$ cat src/rtl/csr_exec_pkg.sv
// Shared CSR types for the execute-side CSR sequencer and the CSR register file.
// Defines the CSR snapshot and write-command structs plus the CSR address map.
package csr_exec_pkg;

    localparam logic [11:0] CSR_MSTATUS  = 12'h300;
    localparam logic [11:0] CSR_MIE      = 12'h304;
    localparam logic [11:0] CSR_MTVEC    = 12'h305;
    localparam logic [11:0] CSR_MSCRATCH = 12'h340;
    localparam logic [11:0] CSR_MEPC     = 12'h341;
    localparam logic [11:0] CSR_MCAUSE   = 12'h342;
    localparam logic [11:0] CSR_MTVAL    = 12'h343;
    localparam logic [11:0] CSR_MIP      = 12'h344;
    localparam logic [11:0] CSR_SATP     = 12'h180;
    localparam logic [11:0] CSR_MCYCLE   = 12'hB00;
    localparam logic [11:0] CSR_MHARTID  = 12'hF14;

    // Addresses with both top bits set are read-only.
    localparam logic [11:0] CSR_RO_MASK  = 12'hC00;

    typedef enum logic [2:0] {
        F3_RW  = 3'b001,
        F3_RS  = 3'b010,
        F3_RC  = 3'b011,
        F3_RWI = 3'b101,
        F3_RSI = 3'b110,
        F3_RCI = 3'b111
    } csr_funct3_t;

    typedef enum logic [1:0] {IDLE, EXEC, COMMIT, RESP} csr_exec_state_t;

    typedef struct packed {
        logic [63:0] mstatus;
        logic [63:0] mtvec;
        logic [63:0] mip;
        logic [63:0] mie;
        logic [63:0] mscratch;
        logic [63:0] mcause;
        logic [63:0] mtval;
        logic [63:0] mepc;
        logic [63:0] mcycle;
        logic [63:0] mhartid;
        logic [63:0] satp;
    } csr_pack;

    typedef struct packed {
        logic        csr_write_enable;
        logic        plain;
        logic        ecall;
        logic        mret;
        logic [63:0] pc;
        logic [11:0] csr_dest_addr;
        logic [63:0] csr_write_data;
    } csr_writer;

    function automatic logic is_csr_ro(input logic [11:0] addr);
        return (addr & CSR_RO_MASK) == CSR_RO_MASK;
    endfunction

endpackage

$ cat src/rtl/csr_exec_if.sv
// Request/response bus between the execute pipe and the CSR sequencer.
interface csr_exec_if;
    logic        in_valid;
    logic        in_ready;
    logic [2:0]  in_funct3;
    logic [11:0] in_csr_addr;
    logic [4:0]  in_rs1;
    logic [63:0] in_src;
    logic [63:0] in_pc;
    logic        in_ecall;
    logic        in_mret;
    logic        out_valid;
    logic [63:0] out_rd_data;
    logic        out_illegal;
    logic        redirect_valid;
    logic [63:0] redirect_pc;

    modport master (
        output in_valid, in_funct3, in_csr_addr, in_rs1, in_src, in_pc, in_ecall, in_mret,
        input  in_ready, out_valid, out_rd_data, out_illegal, redirect_valid, redirect_pc
    );

    modport slave (
        input  in_valid, in_funct3, in_csr_addr, in_rs1, in_src, in_pc, in_ecall, in_mret,
        output in_ready, out_valid, out_rd_data, out_illegal, redirect_valid, redirect_pc
    );
endinterface

$ cat src/rtl/csr_exec_read_mux.sv
// Combinational CSR read mux over the csr_pack snapshot; unknown addresses read 0.
module csr_read_mux
    import csr_exec_pkg::*;
(
    input  csr_pack     csrs_i,
    input  logic [11:0] addr_i,
    output logic [63:0] value_o,
    output logic        illegal_o
);
    always_comb begin
        value_o   = '0;
        illegal_o = 1'b0;
        case (addr_i)
            CSR_MSTATUS:  value_o = csrs_i.mstatus;
            CSR_MTVEC:    value_o = csrs_i.mtvec;
            CSR_MIP:      value_o = csrs_i.mip;
            CSR_MIE:      value_o = csrs_i.mie;
            CSR_MSCRATCH: value_o = csrs_i.mscratch;
            CSR_MCAUSE:   value_o = csrs_i.mcause;
            CSR_MTVAL:    value_o = csrs_i.mtval;
            CSR_MEPC:     value_o = csrs_i.mepc;
            CSR_MCYCLE:   value_o = csrs_i.mcycle;
            CSR_MHARTID:  value_o = csrs_i.mhartid;
            CSR_SATP:     value_o = csrs_i.satp;
            default:      illegal_o = 1'b1;
        endcase
    end
endmodule

$ cat src/rtl/csr_exec.sv
// Fixed-latency CSR / ECALL / MRET sequencer feeding the CSR register file.
// Owns the privilege-mode register and issues trap/return redirects.
//
// state  | meaning
// IDLE   | ready, latch request on in_valid
// EXEC   | read old value, compute write data and legality
// COMMIT | drive registered writer pulse into csr
// RESP   | completion pulse, redirect, privilege update
module csr_exec
    import csr_exec_pkg::*;
#(
    parameter logic [1:0] RESET_PMODE = 2'd3
) (
    input  logic            clk,
    input  logic            rst,
    csr_exec_if.slave       bus,
    input  csr_pack         csrs,
    input  logic [1:0]      new_pmode,
    input  logic            update_pmode,
    output csr_writer       writer,
    output logic [1:0]      pmode
);
    localparam logic [1:0] S_IDLE   = IDLE;
    localparam logic [1:0] S_EXEC   = EXEC;
    localparam logic [1:0] S_COMMIT = COMMIT;
    localparam logic [1:0] S_RESP   = RESP;

    logic [1:0]  state_q, state_d;
    logic [2:0]  funct3_q;
    logic [11:0] addr_q;
    logic [4:0]  rs1_q;
    logic [63:0] src_q, pc_q, rd_data_q;
    logic        ecall_q, mret_q, illegal_q;
    logic [1:0]  pmode_q;
    csr_writer   writer_q, writer_d;

    logic [63:0] old_val, operand, wdata;
    logic        rd_illegal, suppress, illegal, sys;

    csr_read_mux u_read_mux (
        .csrs_i    (csrs),
        .addr_i    (addr_q),
        .value_o   (old_val),
        .illegal_o (rd_illegal)
    );

    always_comb begin
        operand  = funct3_q[2] ? {59'd0, rs1_q} : src_q;
        suppress = (funct3_q[1:0] != 2'b01) && (rs1_q == 5'd0);
        sys      = ecall_q || mret_q;
        wdata    = '0;
        case (funct3_q[1:0])
            2'b01:   wdata = operand;
            2'b10:   wdata = old_val | operand;
            2'b11:   wdata = old_val & ~operand;
            default: wdata = '0;
        endcase
        // funct3 x00 is not a CSR op; treat it as illegal rather than silently dropping it.
        illegal = rd_illegal || (funct3_q[1:0] == 2'b00) || (!suppress && is_csr_ro(addr_q));
    end

    always_comb begin
        writer_d = '0;
        if (state_q == S_EXEC) begin
            if (ecall_q) begin
                writer_d.csr_write_enable = 1'b1;
                writer_d.ecall            = 1'b1;
                writer_d.pc               = pc_q;
            end else if (mret_q) begin
                writer_d.csr_write_enable = 1'b1;
                writer_d.mret             = 1'b1;
            end else if (!illegal && !suppress) begin
                writer_d.csr_write_enable = 1'b1;
                writer_d.plain            = 1'b1;
                writer_d.csr_dest_addr    = addr_q;
                writer_d.csr_write_data   = wdata;
            end
        end
    end

    always_comb begin
        state_d = state_q;
        case (state_q)
            S_IDLE:   if (bus.in_valid) state_d = S_EXEC;
            S_EXEC:   state_d = S_COMMIT;
            S_COMMIT: state_d = S_RESP;
            default:  state_d = S_IDLE;
        endcase
    end

    always_ff @(posedge clk or posedge rst) begin
        if (rst) begin
            state_q   <= S_IDLE;
            funct3_q  <= '0;
            addr_q    <= '0;
            rs1_q     <= '0;
            src_q     <= '0;
            pc_q      <= '0;
            ecall_q   <= 1'b0;
            mret_q    <= 1'b0;
            rd_data_q <= '0;
            illegal_q <= 1'b0;
            writer_q  <= '0;
            pmode_q   <= RESET_PMODE;
        end else begin
            state_q  <= state_d;
            writer_q <= writer_d;
            if (state_q == S_IDLE && bus.in_valid) begin
                funct3_q <= bus.in_funct3;
                addr_q   <= bus.in_csr_addr;
                rs1_q    <= bus.in_rs1;
                src_q    <= bus.in_src;
                pc_q     <= bus.in_pc;
                ecall_q  <= bus.in_ecall;
                mret_q   <= bus.in_mret;
            end
            if (state_q == S_EXEC) begin
                rd_data_q <= sys ? '0 : old_val;
                illegal_q <= sys ? 1'b0 : illegal;
            end
            if (state_q == S_RESP && update_pmode) pmode_q <= new_pmode;
        end
    end

    assign writer             = writer_q;
    assign pmode              = pmode_q;
    assign bus.in_ready       = (state_q == S_IDLE);
    assign bus.out_valid      = (state_q == S_RESP);
    assign bus.out_rd_data    = bus.out_valid ? rd_data_q : '0;
    assign bus.out_illegal    = bus.out_valid && illegal_q;
    assign bus.redirect_valid = bus.out_valid && (ecall_q || mret_q);
    // mtvec/mepc are read live so the redirect sees the values csr committed last cycle.
    assign bus.redirect_pc    = !bus.redirect_valid ? '0 :
                                ecall_q ? {csrs.mtvec[63:2], 2'b00} : csrs.mepc;
endmodule

$ cat src/flat_wrapper.sv
// flat-port wrapper written by rule: the top's interface ports become plain ports
module csr_exec_flat import csr_exec_pkg::*;
#(
    parameter logic [1:0] RESET_PMODE = 2'd3
)
  (clk, rst, csrs, new_pmode, update_pmode, writer, pmode, bus_in_valid, bus_in_funct3, bus_in_csr_addr, bus_in_rs1, bus_in_src, bus_in_pc, bus_in_ecall, bus_in_mret, bus_in_ready, bus_out_valid, bus_out_rd_data, bus_out_illegal, bus_redirect_valid, bus_redirect_pc);
  csr_exec_if bus_i ();
  input  logic clk;
  input  logic rst;
  input  csr_pack csrs;
  input  logic [1:0] new_pmode;
  input  logic update_pmode;
  output csr_writer writer;
  output logic [1:0] pmode;
  input wire logic [$bits(bus_i.in_valid)-1:0] bus_in_valid;
  input wire logic [$bits(bus_i.in_funct3)-1:0] bus_in_funct3;
  input wire logic [$bits(bus_i.in_csr_addr)-1:0] bus_in_csr_addr;
  input wire logic [$bits(bus_i.in_rs1)-1:0] bus_in_rs1;
  input wire logic [$bits(bus_i.in_src)-1:0] bus_in_src;
  input wire logic [$bits(bus_i.in_pc)-1:0] bus_in_pc;
  input wire logic [$bits(bus_i.in_ecall)-1:0] bus_in_ecall;
  input wire logic [$bits(bus_i.in_mret)-1:0] bus_in_mret;
  output wire logic [$bits(bus_i.in_ready)-1:0] bus_in_ready;
  output wire logic [$bits(bus_i.out_valid)-1:0] bus_out_valid;
  output wire logic [$bits(bus_i.out_rd_data)-1:0] bus_out_rd_data;
  output wire logic [$bits(bus_i.out_illegal)-1:0] bus_out_illegal;
  output wire logic [$bits(bus_i.redirect_valid)-1:0] bus_redirect_valid;
  output wire logic [$bits(bus_i.redirect_pc)-1:0] bus_redirect_pc;
  assign bus_i.in_valid = bus_in_valid;
  assign bus_i.in_funct3 = bus_in_funct3;
  assign bus_i.in_csr_addr = bus_in_csr_addr;
  assign bus_i.in_rs1 = bus_in_rs1;
  assign bus_i.in_src = bus_in_src;
  assign bus_i.in_pc = bus_in_pc;
  assign bus_i.in_ecall = bus_in_ecall;
  assign bus_i.in_mret = bus_in_mret;
  assign bus_in_ready = bus_i.in_ready;
  assign bus_out_valid = bus_i.out_valid;
  assign bus_out_rd_data = bus_i.out_rd_data;
  assign bus_out_illegal = bus_i.out_illegal;
  assign bus_redirect_valid = bus_i.redirect_valid;
  assign bus_redirect_pc = bus_i.redirect_pc;
  csr_exec #(.RESET_PMODE(RESET_PMODE)) u_core (.clk(clk), .rst(rst), .bus(bus_i), .csrs(csrs), .new_pmode(new_pmode), .update_pmode(update_pmode), .writer(writer), .pmode(pmode));
endmodule
$ cat config.mk
export PLATFORM = sky130hd
export DESIGN_NAME = csr_exec_flat
export DESIGN_NICKNAME = d
export VERILOG_FILES = /design/src/rtl/csr_exec_pkg.sv /design/src/rtl/csr_exec_if.sv /design/src/rtl/csr_exec_read_mux.sv /design/src/rtl/csr_exec.sv /design/src/flat_wrapper.sv
export SDC_FILE = /design/constraint.sdc
export NUM_CORES = 1
export LEC_CHECK = 0
export ABC_AREA = 1
export CORE_AREA = 4 4 439 441
export DETAILED_ROUTE_END_ITERATION = 8
export DIE_AREA = 0 0 443 445
export GPL_TIMING_DRIVEN = 1
export PLACE_DENSITY = 0.44
export SYNTH_ARGS = -nofsm -noshare
export SYNTH_HDL_FRONTEND = slang
export SYNTH_HIERARCHICAL = 1
export SYNTH_SLANG_ARGS = --single-unit
$ cat constraint.sdc
create_clock -name clk -period 11.3 [get_ports clk]
set_clock_uncertainty 0.1 [all_clocks]
set_input_delay 1.13 -clock clk [delete_from_list [all_inputs] [get_ports clk]]
set_output_delay 1.13 -clock clk [all_outputs]
set_load 0.1 [all_outputs]
==> results of run 1 <==
## worst max path at each step
stage / slack (ns) / endpoint
after CTS: 5.66 / bus_redirect_pc[56]
after global placement: 6.37 / bus_redirect_pc[56]
final: 5.83 / bus_redirect_pc[56]
after floorplan: 5.20 / u_core/addr_q[0]
after detailed placement: 6.36 / bus_redirect_pc[56]
after global routing: 5.61 / bus_redirect_pc[49]
## worst reg2reg max path: stages (launching register included)
cell and delay [ns]:
dfrtp_1 0.43, nor2_1 0.19, nand2_2 0.18, nor2_8 0.57, buf_4 0.74, buf_4 0.74, nand3_1 0.31, nand2_1 0.30
nor2_1 0.08, nand3_1 0.14, inv_1 0.21, nor3_1 0.24, a21oi_1 0.06, nor2_1 0.15
## routing by layer
layer	track usage, %	vias to the layer above
met5	0	-
met4	8.37	54
met3	5.71	346
met2	38.1	1235
met1	24.9	13900
li1	-	12600
## report_power, final
| part | internal (mW) | total, mW | leakage, nW | switching (mW) |
|---|---|---|---|---|
| Combinational | 0.896 | 3.31 | 12.3 | 2.42 |
| Sequential | 1.63 | 1.79 | 4.59 | 0.157 |
| Clock | 0.995 | 1.68 | 0.827 | 0.689 |
## through the flow
stage	hold WS, ns	setup WS, ns	utilization [%]	cell area, um2	std cells
2_1_floorplan	0.349	5.20	-	22600	3333
4_1_cts	0.388	5.66	20.2	38200	6881
3_3_place_gp	0.366	6.37	19.3	36400	6790
6_report	0.381	5.83	20.2	38300	6929
3_5_place_dp	0.373	6.36	19.3	36400	6790
5_1_grt	0.410	5.61	20.2	38300	6916
## state kept, by name (all words and copies together), names as in the netlist
register          count
u_core/addr_q        12
u_core/ecall_q        1
u_core/funct3_q       3
u_core/illegal_q      1
u_core/mret_q         1
u_core/pc_q          64
u_core/pmode          2
u_core/rd_data_q     64
u_core/rs1_q          5
u_core/src_q         64
u_core/state_q        2
u_core/writer       144
## area by class of cell
type / count / area [um2]
Sequential cell: 363 / 9090
Antenna cell: 48 / 120
Fill cell: 21500 / 151000
Inverter: 410 / 1550
Tap cell: 2511 / 3140
Clock buffer: 62 / 1320
Timing Repair Buffer: 1183 / 11700
Multi-Input combinational cell: 2323 / 11000
Clock inverter: 29 / 408
## synthesized netlist by cell type, drive strengths merged
| cell type | count |
|---|---|
| nand2 | 587 |
| inv | 410 |
| clkbuf | 78 |
| nand3 | 708 |
| nor2 | 611 |
| buf | 159 |
| dfrtp | 361 |
| dfstp | 2 |
| o21ai | 94 |
| nor3 | 46 |
| nand4 | 2 |
| a21oi | 178 |
| a211oi | 1 |
| mux2 | 85 |
| nor3b | 1 |
| ha | 5 |
| a22o | 5 |
## cells by family (layout without fill, tap and decap cells)
kind of cell,count (synthesis),after routing
buf+inv,647,1684
simple gates,1955,1955
compound gates,278,278
other cells,0,48
flops,363,363
fa+ha+maj,5,5
mux,85,85
==> impl_metrics.json, run 1 <==
{
  "status": "finished clean",
  "drt_pass1_iterations": 7,
  "syn_avg_cell_area_um2": 6.79,
  "synth_compound_area_share_pct": 6.26,
  "rr_worst_depth": 13,
  "dieArea_mm2": 0.197,
  "via_per_inst": 4.06,
  "synth-xor-area-share_pct": 0,
  "cts_tree": "done",
  "fin_nets": 5195,
  "io_pins": 1138,
  "path_class": "reg2out",
  "netlist_instances": 3333,
  "clockBufferDepth": 3,
  "p_leak_nw": 17.8,
  "regToRegStartpoint": "u_core/addr_q[11]",
  "synth_cell_type_count": 28,
  "grt_usage_pct": 21.6,
  "critPathLaunch": "u_core/ecall_q",
  "hold_viol_final": 0,
  "hpwl_mm": 181,
  "hp-class": "reg2reg",
  "fmax_ghz": 0.183,
  "p_total_mw": 6.78,
  "cp_slowest_stage_delay_ns": 1.14,
  "drive_gt1_share_pct": 7.23,
  "ctsRootBufferMaster": "clkbuf_16",
  "grt_pass1_wl_mm": 285,
  "synth_top_family_by_area": "simple AND/OR/NAND/NOR gates",
  "worstPathCellList": "nor2_4 -> inv_2 -> nand2_1 -> clkinv_2 -> buf_4 -> nand2_1 -> inv_1 -> clkdlybuf4s50_1",
  "drcViolationCount": 0,
  "synth-adder-area-share_pct": 0.277,
  "drv_slew": 0,
  "die_x_um": 443,
  "setup_viol": 0,
  "layout_commonest_cell": "clkdlybuf4s50_1",
  "vias": 28100,
  "topRoutingLayerUsed": "met5",
  "cp_max_fo": 57,
  "worst-path-buf-inv": 5,
  "ant_nets": 0,
  "fin_crit_sh_pct": 48.4,
  "cp.arrival_ns": 4.24,
  "rsz0062_at_grt": "no",
  "ff2ff_setup_slack_ns": 6.78,
  "ir_worst_vdd_mv": 0.157,
  "area_delta_synth_final_pct": 69.2,
  "place_congestion": 0.946,
  "drtIter0Drc": 2315,
  "core-area_mm2": 0.189,
  "tns_ns": 0,
  "final_cell_mix": "1099 x clkdlybuf4s50_1, 708 x nand3_1, 579 x nand2_1",
  "drt_wl_total_mm": 223,
  "row_count": 160,
  "hold_buffers": 0,
  "post-cts-setup-buffers": 0,
  "grt_pass1_vias": 28100,
  "cts.sinks": 363,
  "ys_seq_area_share_pct": 40.2,
  "path_delay_family": "buffers and inverters",
  "ys_warn_count": 6,
  "synth.area.mux_share_pct": 4.23,
  "fp.dieH_um": 445,
  "grt_overflow_total": 0,
  "slew_headroom_pct": 20.6,
  "critPathRequiredTime_ns": 10.07,
  "io_buffers": 1137,
  "crit_top_cell": "nand2_1",
  "hold_end": "u_core/rd_data_q[24]",
  "synth_area_leaders": "dfrtp_1 40%, nand3_1 16%, nor2_1 9.8%",
  "grt_antenna_before_repair": 145,
  "end_kind": "output port",
  "wire_per_inst_um": 32.2,
  "clk_pin_slew_ns": 0.05,
  "yosysTopAreaCell": "dfrtp_1",
  "grt_max_degree": 156,
  "startpoint_type": "flop",
  "path_depth": 8,
  "min_from": "u_core/rd_data_q[24]",
  "cts_buffers": 49,
  "holdPathStages": 2,
  "ys_ff_latch": 363,
  "post-route-min-period_ns": 5.47,
  "p_per_area_mw_per_mm2": 177,
  "cts_resized": 0,
  "synthSimpleGateAreaFrac_pct": 37.2,
  "slowest_stage": "clkdlybuf4s50_1",
  "met3_length_mm": 16.1,
  "clkLatencyLatePin_ns": 0.64,
  "htree_levels": 2,
  "drv_cap": 0,
  "dr_wl_met2_mm": 112,
  "wl_met1_mm": 86.1,
  "netlist_area_mm2": 0.0226,
  "reg2reg_to": "u_core/writer[28]",
  "start_util_pct": 12.0,
  "tightest_slew_ns": 1.19,
  "synth_top_area_share_pct": 39.9,
  "syn_nets": 4198
}
No activity file was read; power rests on OpenSTA's default activity.
==> run 2, diff against run 1 <==
clock period = 4.5 ns   (was 11.3 ns; I/O delays follow)
==> run 2 against run 1 <==
Effect of this change: via count grew 1.3%; highest routed layer unchanged; largest cell class unchanged; sequential power grew 150%; worst setup slack lost 5.1 ns; die area is the same; register-to-register slack lost 6.0 ns; largest power group unchanged; clock-buffer cell count is the same; global-route usage grew 1.1 points; cell count grew 0.33%; power grew to 2.6 times the previous value.
==> impl_metrics.json, run 2 (synthesized netlist as in run 1, its figures left out) <==
{
  "grt_pass1_wl_mm": 298,
  "rr_worst_depth": 12,
  "drv_slew": 0,
  "grt_antenna_before_repair": 149,
  "ir_worst_vdd_mv": 0.462,
  "cp.arrival_ns": 3.24,
  "grt_pass1_vias": 28700,
  "fmax_ghz": 0.264,
  "wire_per_inst_um": 33.7,
  "design_area_mm2": 0.0385,
  "reg2reg_to": "u_core/writer[3]",
  "final_core_util_pct": 20.4,
  "hpwl_mm": 194,
  "placed_cells": 6824,
  "drt_wl_total_mm": 234,
  "drtIter0Drc": 2399,
  "ant_nets": 0,
  "layout_commonest_cell": "clkdlybuf4s50_1",
  "end_kind": "output port",
  "timing.hold.ws_ns": 0.210,
  "fp.dieH_um": 445,
  "fill_cells": 21400,
  "cts.sinks": 363,
  "start_util_pct": 12.0,
  "cts_resized": 0,
  "post-cts-setup-buffers": 0,
  "p_leak_nw": 18.2,
  "grt_usage_pct": 22.7,
  "multi_input_area_mm2": 0.0110,
  "startpoint_type": "flop",
  "tightest_slew_ns": 1.21,
  "regToRegStartpoint": "u_core/addr_q[11]",
  "core-area_mm2": 0.189,
  "drt_pass1_iterations": 5,
  "rsz0062_at_grt": "no",
  "drv_cap": 0,
  "via_per_inst": 4.10,
  "grt_max_degree": 84,
  "cp_max_fo": 25,
  "drive_gt1_share_pct": 10.2,
  "final_cell_mix": "1007 x clkdlybuf4s50_1, 708 x nand3_1, 579 x nand2_1",
  "ff2ff_setup_slack_ns": 0.82,
  "largest_reg_flops": 144,
  "clockBufferDepth": 3,
  "io_pins": 1138,
  "fin_nets": 5231,
  "die_x_um": 443,
  "finalNonFillerCells": 6952,
  "p_per_area_mw_per_mm2": 455,
  "seqCellArea_mm2": 0.00909,
  "ctsRootBufferMaster": "clkbuf_16",
  "cts_tree": "done",
  "io_buffers": 1137,
  "dieArea_mm2": 0.197,
  "fin_crit_sh_pct": 84.3,
  "drcViolationCount": 0,
  "hold_viol_final": 0,
  "area_delta_synth_final_pct": 70.3,
  "clkLatencyLatePin_ns": 0.63,
  "hold_buffers": 0,
  "htree_levels": 2,
  "placed_cell_area_mm2": 0.0367,
  "slew_headroom_pct": 18.9,
  "cts_buffers": 51,
  "status": "finished clean",
  "place_congestion": 0.952,
  "row_count": 160,
  "post-route-min-period_ns": 3.79,
  "vias": 28500,
  "hp-class": "in2async",
  "grt_overflow_total": 0,
  "clk_pin_slew_ns": 0.06,
  "setup_viol": 0,
  "path_class": "reg2out",
  "critPathRequiredTime_ns": 3.95
}
run 2: cell types whose count changed in the layout (fill, tap and decap cells not counted), moves of 2 or more:
cell	before	now
clkbuf_1	9	4
clkinv_16	2	0
clkdlybuf4s50_1	1099	1007
buf_4	80	189
clkbuf_16	49	51
buf_12	4	21
inv_6	0	2
clkbuf_8	4	7
diode_2	48	35
clkinvlp_4	7	9
run 2: metrics by stage:
stage          setup WS, ns  total power [mW]  TNS [ns]
2_1_floorplan        -0.917              9.64   -330.90
3_3_place_gp          0.690              13.3         0
3_5_place_dp          0.710              13.3         0
4_1_cts               0.581              17.8         0
5_1_grt               0.534              18.3         0
6_report              0.706              17.5         0
run 2: worst max-delay path, stage by stage (launching register included):
cell	delay [ns]
dfrtp_1	0.47
ha_4	0.44
buf_12	0.25
nand2_1	0.16
inv_1	0.09
clkdlybuf4s50_1	1.15
run 2: routing by layer:
metal | part of all wire [%] | up-vias | GRT usage [%]
li1 | - | 12700 | -
met1 | 38 | 14100 | 26.5
met2 | 51 | 1309 | 41.4
met3 | 7.1 | 340 | 5.07
met4 | 3.1 | 50 | 6.78
met5 | 0.15 | - | 0
run 2: where the power goes:
group	internal [mW]	total [mW]	switching, mW
clock network	2.55	4.35	1.80
logic	2.34	8.70	6.37
registers	4.09	4.47	0.380
total	8.98	17.5	8.55
run 2: layout make-up:
class	count	share of cell area [%]
well taps	2511	8.16
inverters	410	4.02
diodes	35	0.227
repair buffers	1217	30.9
flip-flops and latches	363	23.6
multi-input cells	2323	28.5
clock inverters	31	0.932
clock buffers	62	3.60
run 2: how the worst max path moves through the flow:
stage	endpoint	cells past startpoint	from	slack, ns
after CTS	bus_out_rd_data[45]	5	u_core/state_q[0]	0.58
after global routing	bus_out_rd_data[45]	5	u_core/state_q[0]	0.53
final	bus_out_rd_data[45]	5	u_core/state_q[0]	0.71
after detailed placement	u_core/writer[3]	12	u_core/addr_q[11]	0.71
after global placement	u_core/writer[3]	12	u_core/addr_q[11]	0.69
after floorplan	u_core/addr_q[0]	1	rst	-0.92
